<file path="src/rtl/instr_writer.sv">
// Instruction entry writer: two debounced buttons step through op1/op2/cmd fields
// taken from the switches and push each assembled 32-bit word to instruction memory.
module instr_writer #(
  parameter int DEPTH     = 100,
  parameter int ADDR_W    = 7,
  parameter int DB_CYCLES = 16
) (
  input  logic              clk,
  input  logic              rst_n,
  input  logic [11:0]       sw,
  input  logic              btn_next,
  input  logic              btn_clr,
  output logic              wr_valid,
  input  logic              wr_ready,
  output logic [ADDR_W-1:0] wr_addr,
  output logic [31:0]       wr_data,
  output logic [ADDR_W-1:0] count,
  output logic              full,
  output logic [1:0]        field
);

  localparam int CNT_W = (DB_CYCLES > 1) ? $clog2(DB_CYCLES) : 1;
  localparam logic [CNT_W-1:0]  DB_LAST  = CNT_W'(DB_CYCLES - 1);
  localparam logic [ADDR_W:0]   DEPTH_X  = (ADDR_W + 1)'(DEPTH);
  localparam logic [ADDR_W-1:0] ADDR_TOP = ADDR_W'(DEPTH - 1);

  localparam logic [2:0] S_OP1   = 3'd0;
  localparam logic [2:0] S_OP2   = 3'd1;
  localparam logic [2:0] S_CMD   = 3'd2;
  localparam logic [2:0] S_WRITE = 3'd3;
  localparam logic [2:0] S_FULL  = 3'd4;

  // Button index 0 = next, 1 = clr.
  logic [1:0]       w_raw;
  logic [1:0]       r_sync1;
  logic [1:0]       r_sync2;
  logic [1:0]       r_db;
  logic [1:0]       r_press;
  logic [CNT_W-1:0] r_cnt [2];

  logic [2:0]        r_state;
  logic [2:0]        w_state_nxt;
  logic [11:0]       r_op1;
  logic [11:0]       w_op1_nxt;
  logic [11:0]       r_op2;
  logic [11:0]       w_op2_nxt;
  logic [3:0]        r_cmd;
  logic [3:0]        w_cmd_nxt;
  logic [ADDR_W-1:0] r_count;
  logic [ADDR_W-1:0] w_count_nxt;
  logic [ADDR_W:0]   w_count_inc;
  logic              w_next;
  logic              w_clr;

  assign w_raw = {btn_clr, btn_next};

  // Level flips only after DB_CYCLES consecutive disagreeing samples; press is the rising flip.
  always_ff @(posedge clk or negedge rst_n) begin
    if (!rst_n) begin
      r_sync1 <= '0;
      r_sync2 <= '0;
      r_db    <= '0;
      r_press <= '0;
      for (int i = 0; i < 2; i++) begin
        r_cnt[i] <= '0;
      end
    end else begin
      r_sync1 <= w_raw;
      r_sync2 <= r_sync1;
      for (int i = 0; i < 2; i++) begin
        r_press[i] <= 1'b0;
        if (r_sync2[i] != r_db[i]) begin
          if (r_cnt[i] == DB_LAST) begin
            r_db[i]    <= r_sync2[i];
            r_press[i] <= r_sync2[i];
            r_cnt[i]   <= '0;
          end else begin
            r_cnt[i] <= r_cnt[i] + 1'b1;
          end
        end else begin
          r_cnt[i] <= '0;
        end
      end
    end
  end

  assign w_next      = r_press[0];
  assign w_clr       = r_press[1];
  assign w_count_inc = {1'b0, r_count} + (ADDR_W + 1)'(1);

  always_comb begin
    w_state_nxt = r_state;
    w_op1_nxt   = r_op1;
    w_op2_nxt   = r_op2;
    w_cmd_nxt   = r_cmd;
    w_count_nxt = r_count;
    case (r_state)
      S_OP1: begin
        if (!w_clr && w_next) begin
          w_op1_nxt   = sw;
          w_state_nxt = S_OP2;
        end
      end
      S_OP2, S_CMD: begin
        if (w_clr) begin
          w_op1_nxt   = '0;
          w_op2_nxt   = '0;
          w_cmd_nxt   = '0;
          w_state_nxt = S_OP1;
        end else if (w_next && (r_state == S_OP2)) begin
          w_op2_nxt   = sw;
          w_state_nxt = S_CMD;
        end else if (w_next) begin
          w_cmd_nxt   = sw[3:0];
          w_state_nxt = S_WRITE;
        end
      end
      S_WRITE: begin
        if (wr_ready) begin
          w_count_nxt = w_count_inc[ADDR_W-1:0];
          w_state_nxt = (w_count_inc == DEPTH_X) ? S_FULL : S_OP1;
        end
      end
      S_FULL: begin
        if (w_clr) begin
          w_count_nxt = '0;
          w_state_nxt = S_OP1;
        end
      end
      default: w_state_nxt = S_OP1;
    endcase
  end

  always_ff @(posedge clk or negedge rst_n) begin
    if (!rst_n) begin
      r_state <= S_OP1;
      r_op1   <= '0;
      r_op2   <= '0;
      r_cmd   <= '0;
      r_count <= '0;
    end else begin
      r_state <= w_state_nxt;
      r_op1   <= w_op1_nxt;
      r_op2   <= w_op2_nxt;
      r_cmd   <= w_cmd_nxt;
      r_count <= w_count_nxt;
    end
  end

  assign wr_valid = (r_state == S_WRITE);
  assign wr_data  = {r_op1, r_op2, r_cmd, 4'h0};
  assign count    = r_count;
  assign full     = (r_state == S_FULL);
  // Once full, count equals DEPTH; keep the address inside the memory.
  assign wr_addr  = full ? ADDR_TOP : r_count;

  always_comb begin
    case (r_state)
      S_OP1:   field = 2'd0;
      S_OP2:   field = 2'd1;
      S_CMD:   field = 2'd2;
      default: field = 2'd3;
    endcase
  end

endmodule
</file>
<file path="config.mk">
export PLATFORM = sky130hd
export DESIGN_NAME = instr_writer
export DESIGN_NICKNAME = d
export VERILOG_FILES = /design/src/rtl/instr_writer.sv
export SDC_FILE = /design/constraint.sdc
export NUM_CORES = 1
export LEC_CHECK = 0
export CAP_MARGIN = 20
export CORE_MARGIN = 5
export CORE_UTILIZATION = 30
export CTS_CLUSTER_SIZE = 30
export DETAILED_ROUTE_END_ITERATION = 10
export HOLD_SLACK_MARGIN = 0.06
export PLACE_DENSITY_LB_ADDON = 0.05
export SLEW_MARGIN = 20
export SYNTH_ARGS = -nofsm -noshare
export SYNTH_HDL_FRONTEND = slang
export SYNTH_SLANG_ARGS = --single-unit
</file>
<file path="constraint.sdc">
create_clock -name clk -period 2.2 [get_ports clk]
set_input_delay 0.66 -clock clk [delete_from_list [all_inputs] [get_ports clk]]
set_output_delay 0.66 -clock clk [all_outputs]
set_load 0.01 [all_outputs]
</file>
== Word level (Yosys, flattened, before mapping) ==
Index checks and enable logic that the tools add are counted.

* Output and inout port bits: 50
* Bits in read-only memories: 0
* Word-level logic and storage cells: 75
* Bits in writable memories: 0
* Memories: 0
* Flip-flop bits (word level): 54
* Latch bits: 0

* Eq/ne operators: 15
* Muxes and demuxes: 29
* Bitwise gates (word level): 0
* Reduce and logical (&&, ||, !) cells: 16
* Multipliers: 0
* Shifts and indexed selects: 0
* Order comparisons: 0
* Divide/modulo/power cells: 0
* Add/sub/neg operators: 3

{| class="wikitable"
|+ Operator list
! cell !! count
|-
| two-way mux 12 bit || 4
|-
| two-way mux 4 bit || 7
|-
| case mux 12 bit (2 select lines) || 1
|-
| two-way mux 3 bit || 7
|-
| two-way mux 7 bit || 3
|-
| case mux 7 bit (2 select lines) || 1
|-
| case mux 3 bit (4 select lines) || 1
|-
| AND reduction 3 bit || 3
|-
| adder 4 x 1 -> 4 bit, second input constant || 2
|-
| adder 7 x 1 -> 8 bit, second input constant || 1
|-
| == test 4 bit, second input constant || 2
|-
| == test 8 x 7 -> 1 bit, second input constant || 1
|-
| nonzero test 2 bit || 4
|-
| == test 3 x 2 -> 1 bit, second input constant || 2
|-
| != test 2 bit, second input constant || 3
|-
| case mux 2 bit (3 select lines) || 1
|-
| AND reduction 2 bit || 3
|-
| two-way mux 1 bit || 4
|-
| != test 2 x 1 -> 1 bit, second input constant || 2
|-
| != test 4 bit, second input constant || 1
|-
| AND reduction 4 bit || 1
|-
| == test 3 x 1 -> 1 bit, second input constant || 1
|-
| == test 3 bit, second input constant || 1
|-
| zero test 3 bit || 1
|-
| 4 further kinds || 6
|}

== Depth between registers and ports, before layout ==
Gate-level depths: netlist of run 1.

* Word-level depth: 5
* Mapped depth: 6
* Mapped depth without buffers: 5

== Worst setup path after synthesis of run 1 ==
OpenSTA, ideal clock, no wires.

* Path type: reg2out
* From: reg r_state[0]
* To: out wr_addr[0]
* Path buffers: 2
* Arrival time: 1337 ps
* Cell stages (with the launch flop): 5
* Required time: 1540 ps
* Slack: 203 ps
* Cell sequence: dfrtp_1 buf_2 nor3b_1 clkbuf_1 or2_2

* Cells in the longest elaborated chain, start to end: 2

{| class="wikitable"
|+ Ends and longest elaborated chain
! what !! RTL line !! text
|-
| start: declaration || 41 || <nowiki>logic [2:0] r_state;</nowiki>
|-
| start signal: assignment || 142 || <nowiki>r_state <= w_state_nxt;</nowiki>
|-
| == test 3 bit || 153 || <nowiki>assign full = (r_state == S_FULL);</nowiki>
|-
| via full || 18 || <nowiki>output logic full,</nowiki>
|-
| two-way mux 7 bit || 155 || <nowiki>assign wr_addr = full ? ADDR_TOP : r_count;</nowiki>
|-
| end: declaration || 15 || <nowiki>output logic [ADDR_W-1:0] wr_addr,</nowiki>
|}

The timed path passes the listed nets, and every way through them passes these cells.

== Worst setup path in the final report of run 1 ==
* From: reg r_state[2]
* To: out field[1]

* Cells in the longest elaborated chain, start to end: 2
* Elaborated cells on any way between the ends: 4

{| class="wikitable"
|+ Ends and longest elaborated chain
! what !! RTL line !! text
|-
| == test 3 x 2 -> 1 bit, or another cell as far along || 158 || <nowiki>case (r_state)</nowiki>
|-
| case mux 2 bit (3 select lines) (*) || 158 ||
|-
| end: declaration || 19 || <nowiki>output logic [1:0] field</nowiki>
|}

Every way passes the cells marked *; elsewhere a longest branch is shown, timed or not.

==> flow_summary.toml, run 1 <==
[worst_setup_path]
critical_path_peak_fanout = 16
cpMaxStageDelayCell = "sky130_fd_sc_hd__dfrtp_1"
worst_reg_to_reg_path_cell_count = 6
critPathTopFamily = "buffers and inverters"
cp_cell_sequence = "buf_4 -> or2_2 -> dlygate4sd2_1"
critical_path_required_ns = 1.54
arrival_ns = 1.46
reg2reg_slack_ns = 0.38
critPathCaptureType = "primary output"
timing.critical_path.depth = 3
startpoint = "r_state[2]$_DFFE_PN0P_"
cp.buffers_inverters = 2
regToRegEndpoint = "r_op1[8]$_DFFE_PN0P_"
timing.rr.start = "r_state[1]$_DFFE_PN0P_"
path_class = "reg2out"
max_stage_delay_ns = 0.38
crit_path_start_kind = "flip-flop"
crit_path_to = "field[1]"

[sta]
maxClockFrequency_mhz = 472.5
period_share_pct = 96.20
final.setup.tns_ns = 0
timing.final.setup_violations = 0
min_hold_slack_ns = 0.3312
clock_skew_ns = 0.005038
timing_hold_violations_final = 0
drv_slew = 0
min_tclk_post_route_ns = 2.117

[layout]
fraction_of_layout_instances_using_a_drive_strength_above_1_pct = 13.36
ff_latch_area_um2 = 1351
num-fill-cells = 824
areaGrowthSynthToFinish_pct = 35.98
number_of_diodes = 0
multi_input_comb_area_um2 = 984.7
nets = 327

[global_routing]
pin_count_of_the_biggest_net_entering_global_routing = 55
groute.usage.overall_pct = 12.47
global_route.overflow_total = 0
grt_pass1_wl_um = 10100
grt_pass1_vias = 2006
antenna_found_initial = 0

[pwr]
seq_power_share_pct = 56.6
ir_worst_vdd_v = 0.0002391
p_sw_mw = 0.3821
pwr-share-comb_pct = 5.7
clockPowerShare_pct = 37.8
power.share.switching_pct = 21.12
leakagePower_nw = 1.515
power.internal_mw = 1.427
power.density_cell_area_nw_per_um2 = 538.2

[yosys]
synth_xor_area_share_pct = 2.126
synth-warning-count = 0
cell_variety_after_synth = 40
post_synth_instance_area_um2 = 2472
synth_fa_ha_area_share_pct = 1.518
synth_top_cell_area_share_pct = 54.66
yosysMostFrequentCell = "sky130_fd_sc_hd__dfrtp_1"
netlist_top_cells_area = "sky130_fd_sc_hd__dfrtp_1 55%, sky130_fd_sc_hd__a22o_1 4.6%, sky130_fd_sc_hd__o21ai_0 4.0%, sky130_fd_sc_hd__nand3_1 3.4%, sky130_fd_sc_hd__o31ai_1 3.3%"
synthCells = 234
synth_edf_count = 0
flip_flop_and_latch_count_after_synthesis = 54
synth.yosys.seq_area_share_pct = 54.66
netlist_top_cells_count = "54 x sky130_fd_sc_hd__dfrtp_1, 20 x sky130_fd_sc_hd__o21ai_0, 17 x sky130_fd_sc_hd__nand3_1"
synthArstFlopShare_pct = 100.0
synthDominantAreaCellType = "sky130_fd_sc_hd__dfrtp_1"
synth.avg_cell_area_um2 = 10.57
synth_top_family_by_area = "compound AO/OA/AOI/OAI gates"
complex_gate_fraction_of_the_synthesized_area_pct = 17.41
synth-simple-area-share_pct = 16.65
post_synth_mux_area_share_pct = 1.316
ys_dominant_reg_cell = "sky130_fd_sc_hd__dfrtp_1"

[route]
antenna_violating_nets_post_route = 0
first_pass_iters = 4
drt_drc_violations_left = 0
drt-initial-drc-count = 39
detailroute.via_count = 1933
avgViaCountPerCell = 4.692
routed_wl_um = 5905
wire_per_inst_um = 14.33

[outcome]
outcome = "finished clean"

[clock_tree]
holdBufCountCts = 0
clockBufferDepth = 2
cts-htree-levels = 2
cts_root_buf = "sky130_fd_sc_hd__clkbuf_8"
worst_skew_pair.late_latency_ns = 0.30
clkSlewWorstSetupHoldPaths_ns = 0.09
cts_tree = "done"
cts.sinks = 54
cts_inserted_buffers = 5

[floorplanning]
placeable_core_region_um2 = 8134
chipHeight_um = 100.8
initial_core_util_pct = 30.40
die_outline_area_um2 = 10160
i_o_pin_total = 67
fp-row-count = 33
floorplan.die.width_um = 100.8

[placement]
dp_hpwl_um = 4090
placer_s_final_routability_congestion_estimate = 0.7800
port_buffers = 62

[run]
max_cap_violations = 0

[min_path]
holdCritPathClass = "in2async"
[layout make-up]
class | count | share of cell area [%]
Sequential cell | 54 | 40.19
Multi-Input combinational cell | 152 | 29.29
Timing Repair Buffer | 78 | 21.47
Tap cell | 105 | 3.908
Clock buffer | 6 | 2.456
Inverter | 16 | 1.786
Clock inverter | 1 | 0.8932
[cells in the final DEF, fill, tap and decap left out, types with 3 or more instances in the layout]
cell type / n
sky130_fd_sc_hd__a22o_1: 13
sky130_fd_sc_hd__buf_4: 15
sky130_fd_sc_hd__a21oi_1: 10
sky130_fd_sc_hd__nand2b_1: 3
sky130_fd_sc_hd__clkbuf_2: 4
sky130_fd_sc_hd__o31ai_1: 11
sky130_fd_sc_hd__or2_2: 8
sky130_fd_sc_hd__xnor2_1: 5
sky130_fd_sc_hd__nand3_1: 17
sky130_fd_sc_hd__nor3b_1: 5
sky130_fd_sc_hd__dfrtp_1: 54
sky130_fd_sc_hd__nor3_1: 4
sky130_fd_sc_hd__dlygate4sd2_1: 5
sky130_fd_sc_hd__o21ai_0: 20
sky130_fd_sc_hd__nand2_1: 13
sky130_fd_sc_hd__ha_1: 3
sky130_fd_sc_hd__nor2_1: 5
sky130_fd_sc_hd__conb_1: 4
sky130_fd_sc_hd__clkdlybuf4s50_1: 50
sky130_fd_sc_hd__inv_1: 16
sky130_fd_sc_hd__nor2b_1: 8
sky130_fd_sc_hd__clkbuf_8: 6
[per-layer routing]
layer  part of all wire, %  global-route usage [%]  wire, um  up-vias
met5                     0                       0         0        -
li1                      -                       -         -      951
met4                   1.5                   3.731        91        0
met1                    51                   18.11      2986      924
met3                   6.1                   3.875       363        8
met2                    42                   17.67      2463       50
[flip-flops by register name, indices dropped and copies added, names as in the netlist]
signal   cells
r_op1       12
r_op2       12
r_cnt        8
count        7
r_cmd        4
r_state      3
r_db         2
r_press      2
r_sync1      2
r_sync2      2
[worst register-to-register path, delay by kind of cell, from the launching register on]
kind | cells | cell delay (ns)
and+or+nand+nor | 2 | 0.53
buffers and inverters | 2 | 0.47
DFF | 1 | 0.40
AOI/OAI and AO/OA | 2 | 0.35
[power by group through the flow]
stage / Combinational (mW) / Clock [mW] / Sequential [mW]
5_1_grt: 0.117 / 0.738 / 1.03
3_3_place_gp: 0.106 / 0 / 1.04
2_1_floorplan: 0.0319 / 0 / 1.04
3_5_place_dp: 0.106 / 0 / 1.04
4_1_cts: 0.106 / 0.706 / 1.02
6_report: 0.103 / 0.683 / 1.02
[worst min path at each step]
stage,slack (ns),depth (start not counted),start,end
final,0.33,2,rst_n,r_cmd[0]$_DFFE_PN0P_
after global routing,0.36,2,rst_n,r_op2[3]$_DFFE_PN0P_
after CTS,0.34,2,rst_n,count[2]$_DFFE_PN0P_
after detailed placement,0.34,0,r_sync1[0]$_DFF_PN0_,r_sync2[0]$_DFF_PN0_
after global placement,0.33,0,r_sync1[1]$_DFF_PN0_,r_sync2[1]$_DFF_PN0_
after floorplan,0.33,0,r_sync1[0]$_DFF_PN0_,r_sync2[0]$_DFF_PN0_
[kinds of logic after synthesis]
| group | count (synthesis) |
|---|---|
| AND/OR/NAND/NOR | 73 |
| AO/OA/AOI/OAI | 63 |
| flip-flops | 54 |
| buffers and inverters | 31 |
| XOR/XNOR | 6 |
| adder cells (fa/ha/maj) | 3 |
| multiplexers | 3 |
| other | 1 |
[stage by stage]
stage / instance area, um2 / util (%) / power, mW / worst slack (ns) / cells
after floorplan: 2484 / - / 1.075 / 0.2032 / 237
after global placement: 3233 / 39.75 / 1.149 / 0.1232 / 400
after detailed placement: 3233 / 39.75 / 1.149 / 0.1241 / 400
after CTS: 3364 / 41.36 / 1.836 / 0.02801 / 410
after global routing: 3362 / 41.33 / 1.882 / -0.01350 / 412
final: 3362 / 41.33 / 1.809 / 0.08350 / 412
[what timing repair did]
action,4_1_cts,5_1_grt
setup endpoints to repair,11,8
pin swaps,0,1
setup buffers,2,2
gates cloned,1,0
resized for setup,18,6
Note: power is estimated with default switching activity, not from simulation.
==> run 2: changes to the inputs <==
Settings changed: CORE_MARGIN 5 to unset.
Clock period 2.2 ns to 1.9 ns, I/O delays scaled along.
==> run 2 against run 1 <==
- the run now ends with setup timing left
- first-iteration DRC count grew 100%
- combinational power grew 20%
- core utilization grew 5.0 points
- clock skew grew 0.0040 ns
- sequential share of layout area shrank 3.0 points
- via count grew 5.2%
- non-clock buffer count grew 18
- critical path type unchanged
- highest routed layer unchanged
==> flow_summary.toml, run 2 (same netlist as run 1, synthesis figures left out) <==
[outcome]
violations = "setup timing"
outcome = "complete, but fails checks"

[clock_tree]
cts-htree-levels = 2
clockBufferDepth = 2
worst_skew_pair.late_latency_ns = 0.30
cts_root_buf = "sky130_fd_sc_hd__clkbuf_8"
holdBufCountCts = 0
cts.sinks = 54
clkSlewWorstSetupHoldPaths_ns = 0.10
cts_inserted_buffers = 5
cts_tree = "done"

[sta]
timing.final.setup_violations = 4
clock_skew_ns = 0.009072
drv_slew = 0
min_hold_slack_ns = 0.2353
min_tclk_post_route_ns = 1.916
maxClockFrequency_mhz = 521.9
setup_ws_ns = -0.01613
period_share_pct = 100.8
grt_setup_unrepaired = "true"
timing_hold_violations_final = 0

[layout]
ff_latch_area_um2 = 1353
number_of_diodes = 0
most-common-layout-cells = "53 x sky130_fd_sc_hd__dfrtp_1, 46 x sky130_fd_sc_hd__clkdlybuf4s50_1, 20 x sky130_fd_sc_hd__buf_4"
nets = 345
reg.largest.list = "r_op1 x12, r_op2 x12, r_cnt x8"
num-fill-cells = 786
fraction_of_layout_instances_using_a_drive_strength_above_1_pct = 24.62
final_common_cell = "sky130_fd_sc_hd__dfrtp_1"
areaGrowthSynthToFinish_pct = 46.91
multi_input_comb_area_um2 = 1071

[pwr]
ir_worst_vdd_v = 0.0002812
power.density_cell_area_nw_per_um2 = 533.2
p_total_mw = 1.937
leakagePower_nw = 1.665

[route]
first_pass_iters = 4
wire_per_inst_um = 14.68
antenna_violating_nets_post_route = 0
routed_wl_um = 6267
drt_drc_violations_left = 0
avgViaCountPerCell = 4.763
drt-initial-drc-count = 79
detailroute.via_count = 2034

[global_routing]
pin_count_of_the_biggest_net_entering_global_routing = 55
grt_pass1_vias = 1912
grt_pass1_wl_um = 9908
global_route.overflow_total = 0
groute.usage.overall_pct = 14.81
antenna_found_initial = 0

[floorplanning]
fp-row-count = 32
chipHeight_um = 92.78
placeable_core_region_um2 = 7848
floorplan.die.width_um = 92.78
i_o_pin_total = 67
die_outline_area_um2 = 8608
initial_core_util_pct = 31.51

[placement]
place_ws_ns = -0.1035
port_buffers = 62
dp_hpwl_um = 3943
placer_s_final_routability_congestion_estimate = 0.7192

[run]
max_cap_violations = 0

[worst_setup_path]
critPathCaptureType = "primary output"
crit_path_start_kind = "flip-flop"
critical_path_peak_fanout = 5
path_class = "reg2out"
arrival_ns = 1.35
critical_path_required_ns = 1.33
reg2reg_slack_ns = 0.04

[min_path]
holdCritPathClass = "in2async"
run 2: changes by cell type in the layout (fill, tap and decap cells not counted), moves of 4 or more:
cell                              delta
sky130_fd_sc_hd__nand3_2            +10
sky130_fd_sc_hd__or2_2               -4
sky130_fd_sc_hd__nand3_1            -11
sky130_fd_sc_hd__o21ai_1             +9
sky130_fd_sc_hd__dlygate4sd2_1       -4
sky130_fd_sc_hd__or2_4               +4
sky130_fd_sc_hd__buf_6              +13
sky130_fd_sc_hd__clkdlybuf4s50_1     -4
sky130_fd_sc_hd__buf_2               +7
sky130_fd_sc_hd__buf_4               +5
sky130_fd_sc_hd__o21ai_0            -11
run 2: path summary, 6_finish.rpt:
kind / startpoint / end / cells after the start
setup / recovery: r_state[1]$_DFFE_PN0P_ / wr_addr[6] / 4
hold / removal: rst_n / r_sync1[0]$_DFF_PN0_ / 2
setup reg to reg: r_state[1]$_DFFE_PN0P_ / r_op1[1]$_DFFE_PN0P_ / 8
hold reg to reg: r_sync1[1]$_DFF_PN0_ / r_sync2[1]$_DFF_PN0_ / 0
max in group asynchronous: rst_n / count[3]$_DFFE_PN0P_ / 2
min in group clk: r_sync1[1]$_DFF_PN0_ / r_sync2[1]$_DFF_PN0_ / 0
run 2: layout make-up:
| type | instances | share of cell area [%] |
|---|---|---|
| inverters | 16 | 1.653 |
| clock inverters | 2 | 0.3789 |
| multi-input cells | 152 | 29.49 |
| flip-flops and latches | 54 | 37.24 |
| clock buffers | 5 | 1.895 |
| well taps | 102 | 3.514 |
| repair buffers | 96 | 25.84 |
run 2: critical path, stage by stage (launching register included):
cell                      delay, ns
sky130_fd_sc_hd__dfrtp_1       0.43
sky130_fd_sc_hd__nor3b_4       0.26
sky130_fd_sc_hd__buf_6         0.16
sky130_fd_sc_hd__or2_4         0.12
sky130_fd_sc_hd__buf_6         0.09
run 2: metrics by stage:
| step | setup TNS [ns] | cell area (um2) | instances | util [%] |
|---|---|---|---|---|
| 4_1_cts | -0.09621 | 3452 | 419 | 43.99 |
| 2_1_floorplan | 0 | 2485 | 237 | - |
| 5_1_grt | -0.5683 | 3632 | 427 | 46.29 |
| 3_5_place_dp | -0.5261 | 3309 | 406 | 42.17 |
| 3_3_place_gp | -0.4057 | 3309 | 406 | 42.17 |
| 6_report | -0.03357 | 3632 | 427 | 46.29 |
run 2: what timing repair did:
item | CTS | global route
endpoints found under the setup margin | 12 | 24
gates resized for setup | 61 | 32
pin swaps | 1 | 3
buffers inserted | 5 | 4
cloned | 1 | 4
run 2: per-layer routing:
metal / up-vias / part of all wire [%] / wire (um) / track usage [%]
met2: 50 / 45 / 2819 / 21.88
li1: 999 / - / - / -
met5: - / 0 / 0 / 0
met4: 0 / 0.62 / 39 / 3.846
met3: 2 / 4.5 / 282 / 4.023
met1: 983 / 50 / 3126 / 21.25
run 2: where the power goes:
part / switching [mW] / internal [mW]
Sequential: 0.0169 / 1.17
Clock: 0.371 / 0.256
Combinational: 0.0606 / 0.0634
